## src/rtl/iop_buzzer_pwm.sv

```systemverilog
// IOP-bus buzzer PWM peripheral.
// Registers (word offsets decoded on IOADDR[11:2]):
//   0x10 CYCLE  (RW) period length in clocks
//   0x14 DUTY   (RW) active clocks per period
//   0x18 CTRL   (RW) bit0 EN, bit1 POL (1 = active-low output)
//   0x1C STATUS (RO) bit0 RUN, bit1 PEND, bits[31:16] completed period count
// CYCLE/DUTY are copied into shadow registers only at a period boundary, so software
// updates never produce a truncated or glitched period.
// Ports:
//   HCLK, HRESET                  clock, synchronous active-high reset
//   IOSEL/IOTRANS/IOWRITE/IOSIZE  data-phase transfer qualifiers from the bridge
//   IOADDR, IOWDATA, IORDATA      address, write data, combinational read data
//   BUZZER                        registered PWM drive
//   PERIOD_DONE                   one-cycle pulse after each completed period
module iop_buzzer_pwm #(
  parameter int unsigned CNT_WIDTH = 32
) (
  input  logic        HCLK,
  input  logic        HRESET,
  input  logic        IOSEL,
  input  logic [11:0] IOADDR,
  input  logic        IOWRITE,
  input  logic [1:0]  IOSIZE,
  input  logic        IOTRANS,
  input  logic [31:0] IOWDATA,
  output logic [31:0] IORDATA,
  output logic        BUZZER,
  output logic        PERIOD_DONE
);

  localparam logic [9:0] AddrCycle  = 10'h004;
  localparam logic [9:0] AddrDuty   = 10'h005;
  localparam logic [9:0] AddrCtrl   = 10'h006;
  localparam logic [9:0] AddrStatus = 10'h007;

  localparam logic [CNT_WIDTH-1:0] CntOne = 1;

  typedef enum logic {StIdle, StRun} state_e;

  state_e               state_q, state_d;
  logic [CNT_WIDTH-1:0] cycle_q, cycle_d;
  logic [CNT_WIDTH-1:0] duty_q, duty_d;
  logic                 pol_q, pol_d;
  logic [CNT_WIDTH-1:0] cyc_sh_q, cyc_sh_d;
  logic [CNT_WIDTH-1:0] duty_sh_q, duty_sh_d;
  logic [CNT_WIDTH-1:0] cnt_q, cnt_d;
  logic [15:0]          pcount_q, pcount_d;
  logic                 pend_q, pend_d;
  logic                 buzzer_q, buzzer_d;
  logic                 period_done_q, period_done_d;

  logic       acc;
  logic       wr_en;
  logic [9:0] word_addr;
  logic       wr_cycle, wr_duty, wr_ctrl;
  logic       run;
  logic       reload;
  logic       active;
  logic       unused_addr;

  assign acc         = IOSEL & IOTRANS;
  assign wr_en       = acc & IOWRITE & (IOSIZE == 2'b10);
  assign word_addr   = IOADDR[11:2];
  assign wr_cycle    = wr_en && (word_addr == AddrCycle);
  assign wr_duty     = wr_en && (word_addr == AddrDuty);
  assign wr_ctrl     = wr_en && (word_addr == AddrCtrl);
  assign run         = (state_q == StRun);
  assign unused_addr = ^IOADDR[1:0];

  always_comb begin
    state_d       = state_q;
    cycle_d       = cycle_q;
    duty_d        = duty_q;
    pol_d         = pol_q;
    cyc_sh_d      = cyc_sh_q;
    duty_sh_d     = duty_sh_q;
    cnt_d         = cnt_q;
    pcount_d      = pcount_q;
    pend_d        = pend_q;
    period_done_d = 1'b0;
    reload        = 1'b0;

    if (wr_cycle) cycle_d = IOWDATA[CNT_WIDTH-1:0];
    if (wr_duty)  duty_d  = IOWDATA[CNT_WIDTH-1:0];
    if (wr_ctrl)  pol_d   = IOWDATA[1];

    case (state_q)
      StIdle: begin
        cnt_d = '0;
        if (wr_ctrl && IOWDATA[0]) begin
          // Enable: start a fresh period from the current register values.
          state_d   = StRun;
          cyc_sh_d  = cycle_q;
          duty_sh_d = duty_q;
          pend_d    = 1'b0;
          pcount_d  = '0;
        end
      end
      StRun: begin
        if (cyc_sh_q == '0) begin
          // Stalled counter: every cycle acts as a boundary for reload purposes.
          cnt_d  = '0;
          reload = pend_q;
        end else if (cnt_q == cyc_sh_q - CntOne) begin
          cnt_d         = '0;
          period_done_d = 1'b1;
          pcount_d      = pcount_q + 16'd1;
          reload        = pend_q;
        end else begin
          cnt_d = cnt_q + CntOne;
        end

        if (wr_ctrl && !IOWDATA[0]) begin
          // Disable wins over a coincident boundary; the completed period still pulses.
          state_d = StIdle;
          cnt_d   = '0;
          pend_d  = 1'b0;
        end else begin
          // Reload samples the registers before this cycle's write lands.
          if (reload) begin
            cyc_sh_d  = cycle_q;
            duty_sh_d = duty_q;
            pend_d    = 1'b0;
          end
          if (wr_cycle || wr_duty) pend_d = 1'b1;
        end
      end
      default: state_d = StIdle;
    endcase

    active   = (state_d == StRun) && (cyc_sh_d != '0) && (cnt_d < duty_sh_d);
    buzzer_d = active ^ pol_d;
  end

  always_ff @(posedge HCLK) begin
    if (HRESET) begin
      state_q       <= StIdle;
      cycle_q       <= '0;
      duty_q        <= '0;
      pol_q         <= 1'b0;
      cyc_sh_q      <= '0;
      duty_sh_q     <= '0;
      cnt_q         <= '0;
      pcount_q      <= '0;
      pend_q        <= 1'b0;
      buzzer_q      <= 1'b0;
      period_done_q <= 1'b0;
    end else begin
      state_q       <= state_d;
      cycle_q       <= cycle_d;
      duty_q        <= duty_d;
      pol_q         <= pol_d;
      cyc_sh_q      <= cyc_sh_d;
      duty_sh_q     <= duty_sh_d;
      cnt_q         <= cnt_d;
      pcount_q      <= pcount_d;
      pend_q        <= pend_d;
      buzzer_q      <= buzzer_d;
      period_done_q <= period_done_d;
    end
  end

  always_comb begin
    IORDATA = '0;
    if (acc && !IOWRITE) begin
      case (word_addr)
        AddrCycle:  IORDATA[CNT_WIDTH-1:0] = cycle_q;
        AddrDuty:   IORDATA[CNT_WIDTH-1:0] = duty_q;
        AddrCtrl:   IORDATA[1:0] = {pol_q, run};
        AddrStatus: begin
          IORDATA[31:16] = pcount_q;
          IORDATA[1]     = pend_q;
          IORDATA[0]     = run;
        end
        default: IORDATA = '0;
      endcase
    end
  end

  assign BUZZER      = buzzer_q;
  assign PERIOD_DONE = period_done_q;

endmodule

```

## config.mk

```make
export PLATFORM = sky130hd
export DESIGN_NAME = iop_buzzer_pwm
export DESIGN_NICKNAME = d
export VERILOG_FILES = /design/src/rtl/iop_buzzer_pwm.sv
export SDC_FILE = /design/constraint.sdc
export NUM_CORES = 1
export LEC_CHECK = 0
export ABC_AREA = 1
export BUFFER_PORTS_ARGS = -buffer_cell sky130_fd_sc_hd__buf_2
export CAP_MARGIN = 0
export CORE_MARGIN = 1
export CORE_UTILIZATION = 41
export DETAILED_ROUTE_END_ITERATION = 6
export HOLD_SLACK_MARGIN = 0.02
export PLACE_DENSITY = 0.63
export REMOVE_ABC_BUFFERS = 1
export SLEW_MARGIN = 20
export SYNTH_ARGS = -nofsm -noshare
export SYNTH_HDL_FRONTEND = slang
export SYNTH_SLANG_ARGS = --single-unit
```

## constraint.sdc

```tcl
create_clock -name HCLK -period 3.7 [get_ports HCLK]
set_clock_uncertainty 0.15 [all_clocks]
set_input_delay 0.74 -clock HCLK [delete_from_list [all_inputs] [get_ports HCLK]]
set_output_delay 0.74 -clock HCLK [all_outputs]
set_load 0.02 [all_outputs]
```

==> results.cfg <==
[outcome]
status = complete, but fails checks
failed_checks = design-rule violations, negative setup slack

[clock_network]
htree_levels = 4
clock_tree.root_cell = clkbuf_16
clock_path_buffers = 2
cts_tree = yes
cts_hold_buf = 0
path_clk_slew_ps = 90
cts_buffers = 17
clk_latency_ps = 450
cts_num_sinks = 181

[die]
die_area_um2 = 28600
initial_core_util = 0.421
core_region_area_um2 = 27200
pin_count = 85
die_w_um = 169
die_h_um = 169
rows = 60

[global_route]
gr-total-overflow = 0
grt_usage = 0.266
antenna_found_initial = 0
grt_max_degree = 71
grt_pass1_wl_um = 60400
grt_pass1_vias = 12000

[setup_path]
crit_type = reg2reg
cp_top_family = simple AND/OR/NAND/NOR gates
cp_data_required_time_ps = 3900
slowest_delay_ps = 360
crit_path_end_kind = register
rrSetupSlack_ps = -600
path_max_fanout = 4
reg2regPathDepth = 29
r2r-start = cnt_q[0]
path_buf_inv = 5
crit_slowest_cell = dfxtp_2
cp-start-kind = register
cp-startpoint = cnt_q[0]
worstReg2RegEnd = BUZZER
arrival_ps = 4500

[finish]
final_area_um2 = 15000
areaGrowthSynthToFinish_pct = 31.1
utilization = 0.552
fin_nets = 2141
fillerInstances = 2659
multi_input_area_um2 = 6810
layout-drive-gt1-share = 0.230
register_area_um2 = 3630
diodes = 0

[placement]
portBuffers = 82
place_ws_ps = -674
hpwl_um = 28800
gp_congestion = 0.922
dpl_cell_area_um2 = 14000

[routing]
first_pass_iters = 7
vias = 12800
drt-total-wl_um = 37600
wl_per_cell_um = 15.4
drc_errors = 14
drt_iter0_markers = 1017
vias_per_cell = 5.23
ant_nets = 0

[synthesis]
synthCells = 1765
postSynth.asyncResetShare = 0
synth_most_common_cell = nand2_1
yosysUniqueCellTypes = 51
avgSynthCellArea_um2 = 6.49
synth_seq_area_share = 0.317
ys_ff_latch = 181
synth_edf_count = 0
yosysWarnings = 0
synth_top_area_cell = dfxtp_1
netlist_top_cells_count = nand2_1 (352), nor2_1 (234), inv_1 (231), a21oi_1 (200), dfxtp_1 (181)
netlist_area_um2 = 11400
synth_ff_type = dfxtp_1
synth_area_leaders = dfxtp_1 (32%), nand2_1 (12%), a21oi_1 (8.7%)
yosysTopAreaCellShare = 0.317

[timing]
grt_setup_unrepaired = true
whs_ps = 343
fmax_ghz = 0.232
maxSlewViolCount = 0
min_period_ps = 4300
finalHoldViolations = 0
slew_headroom = 0.450
postLayoutSetupSlackWorst_ps = -601
fin_crit_sh = 1.16
report.final.setup_viol = 1
worst_pin_slew_ps = 825

[worst_hold_path]
worstHoldEndpoint = cycle_q[6]
holdPathStages = 2
hold_class = reg2reg
hold_start = cycle_q[6]

[pwr]
p_leak_nw = 6.51
powerDensity_nw_per_um2 = 264
vdd_drop_max_mv = 0.294

[run]
drv_cap = 0
-- routing by layer --
layer / vias up / GRT usage / share of wire
met5: - / 0 / 0
met4: 0 / 0.0826 / 0.022
met3: 61 / 0.0330 / 0.060
met2: 421 / 0.427 / 0.44
met1: 5854 / 0.371 / 0.47
li1: 6442 / - / -
-- worst max-delay path by stage --
stage                        end  slack [ps]  cells after the start
after floorplan           BUZZER        -400                     24
after global placement    BUZZER        -690                     29
after detailed placement  BUZZER        -670                     29
after CTS                 BUZZER        -440                     27
after global routing      BUZZER        -960                     29
final                     BUZZER        -600                     29
-- report_power, final --
group | switching [W] | internal [W] | leakage (nW)
Combinational | 0.0000621 | 0.0000321 | 4.75
Clock | 0.000942 | 0.000983 | 0.301
Sequential | 0.0000000402 | 0.00195 | 1.46
Total | 0.00100 | 0.00296 | 6.51
-- cell type report --
class / instances / share of cell area
inverters: 240 / 0.0602
clock buffers: 17 / 0.0283
clock inverters: 15 / 0.0139
well taps: 372 / 0.0310
multi-input cells: 1265 / 0.454
repair buffers: 351 / 0.171
flip-flops and latches: 181 / 0.242
-- sequential cells by signal (all words and copies together) (netlist names) --
signal       count
duty_sh_q       32
cnt_q           32
PERIOD_DONE      1
pend_q           1
cycle_q         32
BUZZER           1
run              1
pol_q            1
duty_q          32
cyc_sh_q        32
pcount_q        16
-- placed cells by master, fill, tap and decap left out, types with 18 or more instances in the layout --
cell / netlist / routed
xor2_1: 33 / 33
nand4_1: 18 / 18
buf_4: 0 / 256
nor3_1: 52 / 50
inv_1: 231 / 229
ha_1: 34 / 32
nand2_1: 352 / 346
buf_2: 5 / 81
a22oi_1: 32 / 32
nor2_1: 234 / 223
o21ai_1: 35 / 34
a21oi_1: 200 / 195
o22ai_1: 30 / 30
nor2_2: 13 / 20
o21ai_0: 58 / 56
nand3_1: 33 / 30
a211oi_1: 36 / 35
dfxtp_1: 181 / 173
-- worst reg2reg max path: cells and delay by family, from the launching register on --
family                     cells  cell delay (ps)
and+or+nand+nor               19             2550
DFF                            1              360
AOI/OAI and AO/OA              3              470
adders and majority gates      2              400
buffers and inverters          5              280
-- through the flow --
stage	std cells	total power, W	setup TNS, ps
after detailed placement	2399	0.00208	-728
after global routing	2441	0.00407	-960
after CTS	2436	0.00398	-437
after global placement	2399	0.00208	-763
final	2441	0.00396	-601
after floorplan	1686	0.00201	-2230
-- logic make-up after synthesis --
| kind of cell | synth area share |
|---|---|
| AND/OR/NAND/NOR | 0.282 |
| AO/OA/AOI/OAI | 0.218 |
| buffers and inverters | 0.108 |
| XOR/XNOR | 0.0383 |
| flip-flops | 0.317 |
| adder cells (fa/ha/maj) | 0.0372 |
-- timing repair --
action,CTS,global route
resized for setup,43,26
endpoints found under the setup margin,4,22
pin swaps,29,21
buffers inserted,6,5
(Power assumes the default switching activity.)
